<file path="config.mk">
export PLATFORM = sky130hd
export DESIGN_NAME = auth_seq_ctrl
export DESIGN_NICKNAME = d
export VERILOG_FILES = /design/src/rtl/auth_seq_ctrl.sv
export SDC_FILE = /design/constraint.sdc
export NUM_CORES = 1
export LEC_CHECK = 0
export ABC_CLOCK_PERIOD_IN_PS = 2500
export BUFFER_PORTS_ARGS = -buffer_cell sky130_fd_sc_hd__buf_4
export CORE_MARGIN = 3
export CORE_UTILIZATION = 37
export CTS_CLUSTER_DIAMETER = 120
export DETAILED_ROUTE_END_ITERATION = 7
export SYNTH_ARGS = -nofsm -noshare
export SYNTH_HDL_FRONTEND = slang
export SYNTH_SLANG_ARGS = --single-unit
</file>
<file path="constraint.sdc">
create_clock -name clk -period 2.5 [get_ports clk]
set_input_delay 0.125 -clock clk [delete_from_list [all_inputs] [get_ports clk]]
set_output_delay 0.125 -clock clk [all_outputs]
set_load 0.005 [all_outputs]
</file>
<file path="src/rtl/auth_seq_ctrl.sv">
// Bluetooth unlock-code authentication and power-enable sequencer.
// It adds rider-off power-down qualification and a lockout after repeated bad code bytes.
module auth_seq_ctrl #(
  parameter int                    CODE_LEN    = 2,
  parameter logic [CODE_LEN*8-1:0] CODE        = 16'h676F,
  parameter logic [7:0]            STOP_BYTE   = 8'h73,
  parameter logic [7:0]            RESUME_BYTE = 8'h67,
  parameter logic [15:0]           OFF_DLY     = 16'd50000,
  parameter int                    MAX_FAIL    = 3,
  parameter logic [23:0]           LOCK_CYC    = 24'd5000000
) (
  input  logic       clk,
  input  logic       rst,
  input  logic [7:0] rx_data,
  input  logic       rx_rdy,
  output logic       clr_rx_rdy,
  input  logic       rider_off,
  output logic       pwr_up,
  output logic       locked,
  output logic       auth_fail,
  output logic [1:0] state_dbg
);

  localparam int IDX_W  = $clog2(CODE_LEN + 1);
  localparam int FAIL_W = $clog2(MAX_FAIL + 1);

  localparam logic [1:0] IDLE      = 2'd0;
  localparam logic [1:0] PWR       = 2'd1;
  localparam logic [1:0] STOP_PEND = 2'd2;
  localparam logic [1:0] LOCK      = 2'd3;

  logic [1:0]        state, state_nxt;
  logic [IDX_W-1:0]  idx, idx_nxt;
  logic [FAIL_W-1:0] fail_cnt, fail_nxt;
  logic [15:0]       off_cnt;
  logic [23:0]       lock_cnt, lock_nxt;
  logic              fail_pulse;
  logic              rider_gone;
  logic [7:0]        code_byte;

  // Handshake: a byte is valid while rx_rdy=1 and is always accepted in that
  // same cycle (clr_rx_rdy=1); the receiver drops rx_rdy on the next edge.
  assign clr_rx_rdy = rx_rdy & ~rst;
  assign rider_gone = rider_off & (off_cnt >= (OFF_DLY - 16'd1));
  assign state_dbg  = state;

  // Expected code byte for the current position; MSB byte arrives first.
  always_comb begin
    code_byte = '0;
    for (int i = 0; i < CODE_LEN; i++) begin
      if (IDX_W'(i) == idx) code_byte = CODE[(CODE_LEN-1-i)*8 +: 8];
    end
  end

  always_comb begin
    state_nxt  = state;
    idx_nxt    = idx;
    fail_nxt   = fail_cnt;
    lock_nxt   = lock_cnt;
    fail_pulse = 1'b0;
    case (state)
      IDLE: begin
        if (rx_rdy) begin
          if (rx_data == code_byte) begin
            if (idx == IDX_W'(CODE_LEN - 1)) begin
              state_nxt = PWR;
              idx_nxt   = '0;
              fail_nxt  = '0;
            end else begin
              idx_nxt = idx + 1'b1;
            end
          end else begin
            idx_nxt    = '0;
            fail_pulse = 1'b1;
            fail_nxt   = fail_cnt + 1'b1;
            if (fail_cnt == FAIL_W'(MAX_FAIL - 1)) begin
              state_nxt = LOCK;
              lock_nxt  = LOCK_CYC - 24'd1;
            end
          end
        end
      end
      PWR: begin
        if (rider_gone) state_nxt = IDLE;
        else if (rx_rdy && rx_data == STOP_BYTE) state_nxt = STOP_PEND;
      end
      STOP_PEND: begin
        if (rx_rdy && rx_data == RESUME_BYTE) state_nxt = PWR;
        else if (rider_gone) state_nxt = IDLE;
      end
      default: begin
        if (lock_cnt == 24'd0) begin
          state_nxt = IDLE;
          fail_nxt  = '0;
          idx_nxt   = '0;
        end else begin
          lock_nxt = lock_cnt - 24'd1;
        end
      end
    endcase
    if (state_nxt == IDLE && state != IDLE) idx_nxt = '0;
  end

  always_ff @(posedge clk) begin
    if (rst) begin
      state     <= IDLE;
      idx       <= '0;
      fail_cnt  <= '0;
      lock_cnt  <= '0;
      off_cnt   <= '0;
      pwr_up    <= 1'b0;
      locked    <= 1'b0;
      auth_fail <= 1'b0;
    end else begin
      state     <= state_nxt;
      idx       <= idx_nxt;
      fail_cnt  <= fail_nxt;
      lock_cnt  <= lock_nxt;
      // Outputs track the next state so they line up with the state register.
      pwr_up    <= (state_nxt == PWR) || (state_nxt == STOP_PEND);
      locked    <= (state_nxt == LOCK);
      auth_fail <= fail_pulse;
      if (!rider_off) off_cnt <= '0;
      else if (off_cnt < (OFF_DLY - 16'd1)) off_cnt <= off_cnt + 16'd1;
    end
  end

endmodule
</file>
* Word-level counts from Yosys, hierarchy flattened
Cells that the tools add are included.
Word-level totals: flip-flop bits (word level) 49, input port bits 12, output and inout port bits 6, word-level logic and storage cells 81
Cells by class: $add $sub $neg 4, magnitude comparators 2, equality and inequality tests 16, mux-type cells 27, bitwise gates (word level) 7, reduce and logical (&&, ||, !) cells 17
Operators by type and width (count):
- $mux 24 | 4
- $pmux 24 s2 | 1
- $mux 2 | 16
- $logic_not 24->1 | 1
- $sub 24x1->24 const B | 1
- $add 16x1->16 const B | 1
- $eq 8x7->1 const B | 2
- $ge 16x16->1 const B | 1
- $lt 16x16->1 const B | 1
- $eq 2x2->1 const B | 4
- $eq 8x8->1 | 1
- $mux 8 | 1
- $pmux 2 s2 | 2
- $mux 7 | 1
- $eq 2x1->1 const B | 3
- $logic_not 2->1 | 3
- $ne 2x2->1 const B | 3
- $pmux 2 s3 | 1
- $reduce_or 2->1 | 3
- $not 1->1 | 5
- $reduce_and 5->1 | 1
- $add 2x1->2 const B | 2
- $reduce_and 4->1 | 1
- $reduce_bool 2->1 | 2
- 9 further kinds | 12

* Logic depth before layout (Yosys ltp)
depth in word-level cells 10, mapped depth 11, depth with buffers taken out 11

* Least setup slack after synthesis
Ideal clock, no wire load.
path kind register to register, start register off_cnt[10], end register idx[1], library setup time 0.086 ns, arrival 2.263 ns, data required time 2.414 ns, slack 0.151 ns, stages on the path, launching flop included 9, path buffers 0, clock period less this slack 2.349 ns, cells stage by stage dfxtp_1 > or4_1 > o2111ai_1 > a221oi_1 > a22o_1 > ha_1 > nor2b_1 > a311o_1 > a211oi_1
On the way: cells in the longest elaborated chain, start to end 8, elaborated cells between the ends (all ways) 9, those cells by class order compare (1); mux (4); bitwise (1); reduce/logical (3)
Ends and longest elaborated chain:
- start, declared | RTL line 35 | logic [15:0] off_cnt;
- start signal, assigned | RTL line 124 | else if (off_cnt < (OFF_DLY - 16'd1)) off_cnt <= off_cnt + 16'd1;
- $ge 16x16->1 * | RTL line 44 | assign rider_gone = rider_off & (off_cnt >= (OFF_DLY - 16'd1));
- $and 1x1->1 * | RTL line 44
- $mux 2 | RTL line 89 | else if (rider_gone) state_nxt = IDLE;
- $mux 2 | RTL line 88 | if (rx_rdy && rx_data == RESUME_BYTE) state_nxt = PWR;
- $pmux 2 s3 * | RTL line 61 | case (state)
- $logic_not 2->1 * | RTL line 101 | if (state_nxt == IDLE && state != IDLE) idx_nxt = '0;
- $logic_and 1x1->1 * | RTL line 101
- $reduce_or 2->1 (no source line) *
- end signal, assigned | RTL line 116 | idx <= idx_nxt;
- end, declared | RTL line 33 | logic [IDX_W-1:0] idx, idx_nxt;
Mark *: on every way between the ends. The rest lies on a longest branch, timed or not. A chain may end at the register's enable or synchronous reset.

* Final worst setup path
start register idx[1], end register idx[1]
On the way: cells in the longest elaborated chain, start to end 10, elaborated cells between the ends (all ways) 18, those cells by class add/sub (1); eq/ne (3); mux (10); reduce/logical (4)
Ends and longest elaborated chain:
- $logic_not 2->1 | RTL line 51 | if (IDX_W'(i) == idx) code_byte = CODE[(CODE_LEN-1-i)*8 +: 8];
- $mux 7 | RTL line 51
- $mux 8 | RTL line 51
- $eq 8x8->1 | RTL line 64 | if (rx_data == code_byte) begin
- $mux 2 | RTL line 64
- $mux 2 | RTL line 63 | if (rx_rdy) begin
- $pmux 2 s3 | RTL line 61
- $logic_not 2->1 | RTL line 101
- $logic_and 1x1->1 | RTL line 101
- $reduce_or 2->1 (no source line)
Parallel ways exist; a longest one is shown, timed or not. The select of a mux whose other input is x is not followed.

==> impl_results.md <==
* Pwr per Cell Area at 1265 nW/µm²
* Flops & latches, synth at 49
* Worst Tran Pin Value at 610.0 ps
* CTS tree: done
* Commonest non-fill, non-tap cell in the layout: dfxtp_1
* Fraction of registers with async set/reset at 0
* Sequential share of the synthesized area at 0.3492
* Crit path largest cell delay at 360 ps
* Fillers at 751
* CP Class: register to register
* Sw Ratio at 0.4467
* Min Hold Slack at 216.0 ps
* All-Layer GR Usage at 0.1439
* DR iter-0 viols at 122
* Post-synth EDFFs at 0
* Place WS at 45.90 ps
* RSZ-0062 raised after global routing: no
* Area of the die at 8673 µm²
* First-pass GRT wire length at 10.43 mm
* Postcts setup bufs at 0
* Post-synthesis net count at 363
* # setup viols final at 0
* Hold_buf cts at 0
* Seq pwr share at 0.269
* Worst Hold Class: input port to register
* FF-to-FF Start: idx[1]$_SDFFE_PP0P_
* Height of the die at 93.13 µm
* Post-route DRC at 0
* Area taken by multi-input logic gates at 1735 µm²
* Synth Area per Inst at 8.213 µm²
* Clock Tree Buf Depth at 2
* Clk sinks at 49
* Synth Flop Type: dfxtp_1
* Final Non-Filler Cells at 472
* Core area at 7292 µm²
* Final worst slack at 158.5 ps
* CP endpoint kind: register
* I/O pin count at 18
* Worst reg2reg path depth at 9
* Status: completed
* Final min period at 2341 ps
* CTS Buf Count at 5
* Die span in x at 93.13 µm
* Ys Warns at 0
* Slowest CP cell: dfxtp_1
* Share of layout cells above drive strength 1 at 0.1743
* Register area at 982.2 µm²
* TritonRoute pass-1 iters at 4
* Final nets at 393
* Maximum vdd drop at 0.6315 mV
* Worst EP required at 2730 ps
* Clk Latency, worst-skew pair at 310 ps
* Hold Crit Depth at 2
* Clock-pin slew on the worst setup and hold paths at 100 ps
* CP Buf/Inv Count at 0
* Final period util at 0.9366
* Routed Antenna Nets at 0
* Port bufs at 17
* Maximum number of pins on one net before global-route repair at 36
* Clock skew at 12.10 ps
* MaxCap Viol Count at 0
* Diode count at 0
* Final design utilization at 0.4514
* Slew HR at 0.5933
* Slew Limit Fails at 0
* Htree depth at 2
* Fin. Hold Viols at 0
* Placed cell area at 3168 µm²
* Comb pwr share at 0.615
* Internal power at 2.304 mW
* DPL Wire Length at 4.348 mm
* Final Cell Area at 3292 µm²
* Crit path max-delay family: compound AO/OA/AOI/OAI gates
* Clock power frac at 0.116
* Total grt overflow at 0
* Most frequent cells in the layout: dfxtp_1, buf_4, a21oi_1
* Pwr Total at 4.164 mW
* Wire per inst at 13.13 µm
* Via density at 5.561
* RR Endpoint: idx[1]$_SDFFE_PP0P_
* Syn Inst Count at 342
* Post-synth cell types at 53
* Initial Util at 0.3852
* CP Max Fanout at 7
* FMAX at 427.1 MHz
* Clock root cell: clkbuf_8
* Final setup TNS at 0 ps
* Startpoint types: register
* P_leak at 1.220 nW
* Initial antenna violation count at 0
* Gpl congestion at 0.7731
* Vias at 2625
* Arrival time worst endpoint at 2580 ps
* Sw power at 1.860 mW
* Hold Path Origin: rst
* Reg2Reg Setup Slack at 160 ps
* Final wirelength at 6.195 mm
* Dpl cells at 464
* Crit path cell chain: nor4b_1 -> a32o_1 -> and4_1 -> o21bai_1 -> a22o_1 -> ha_1 -> nor2b_1 -> a311o_1 -> a211oi_2
* Vias in the first global route at 2324
* Post-Syn Area at 2809 µm²
* Layout area overhead at 17.19%
* Num rows at 31
* Hold path endpoint: locked$_SDFF_PP0_
[layout make-up]
type	count	area share
Clock inverter	3	0.006461
Sequential cell	49	0.2984
Timing Repair Buffer	41	0.09350
Multi-Input combinational cell	261	0.5272
Clock buffer	5	0.02090
Inverter	14	0.01596
Tap cell	99	0.03763
[layer usage]
layer | up-vias | wire length, µm | GRT usage | share of wire
li1 | 1365 | - | - | -
met1 | 1219 | 3139 | 0.1918 | 0.51
met2 | 37 | 2824 | 0.2400 | 0.46
met3 | 4 | 172 | 0.02092 | 0.028
met4 | 0 | 59 | 0.04518 | 0.0095
met5 | - | 0 | 0 | 0
[power by group through the flow]
stage               logic [mW]  registers [mW]  clock network [mW]
floorplan                 1.71            1.11                   0
global placement          2.45            1.13                   0
detailed placement        2.48            1.13                   0
CTS                       2.52            1.12               0.499
global route              2.86            1.15               0.529
finish                    2.56            1.12               0.483
[cells in the mapped netlist, types with 13 or more instances]
cell type,count,area (µm²)
dfxtp_1,49,980.9
a21oi_1,27,135.1
nor2_1,22,82.58
or3_1,22,137.6
a31oi_1,15,93.84
nand2_1,15,56.30
inv_1,14,52.55
or4_1,14,105.1
clkbuf_1,13,48.80
nand3_1,13,65.06
o21ai_0,13,65.06
o31ai_1,13,97.59
[worst max-delay path by stage]
stage	from	endpoint	slack, ps	depth (start not counted)
global placement	off_cnt[10]$_SDFFE_PP0N_	idx[1]$_SDFFE_PP0P_	80	8
CTS	off_cnt[10]$_SDFFE_PP0N_	idx[1]$_SDFFE_PP0P_	10	8
global route	lock_cnt[0]$_SDFFE_PP0P_	idx[1]$_SDFFE_PP0P_	4	12
finish	idx[1]$_SDFFE_PP0P_	idx[1]$_SDFFE_PP0P_	160	9
detailed placement	lock_cnt[0]$_SDFFE_PP0P_	idx[1]$_SDFFE_PP0P_	50	12
floorplan	off_cnt[10]$_SDFFE_PP0N_	idx[1]$_SDFFE_PP0P_	150	8
[flip-flops by register name (all words and copies together), names as in the netlist]
register	flops
idx	2
lock_cnt	24
pwr_up	1
state_dbg	2
auth_fail	1
fail_cnt	2
locked	1
off_cnt	16
[cell families after synthesis]
| kind of cell | Yosys count | synth area share |
|---|---|---|
| multiplexers | 7 | 0.02495 |
| flip-flops | 49 | 0.3492 |
| buffers and inverters | 32 | 0.04454 |
| XOR/XNOR | 6 | 0.01871 |
| AO/OA/AOI/OAI | 96 | 0.2236 |
| adder cells (fa/ha/maj) | 9 | 0.04009 |
| AND/OR/NAND/NOR | 143 | 0.2989 |
[timing repair]
| item | CTS | global route |
|---|---|---|
| pin swaps | 0 | 3 |
| resized for setup | 1 | 8 |
| setup endpoints to repair | 1 | 5 |
(Power assumes the default switching activity.)
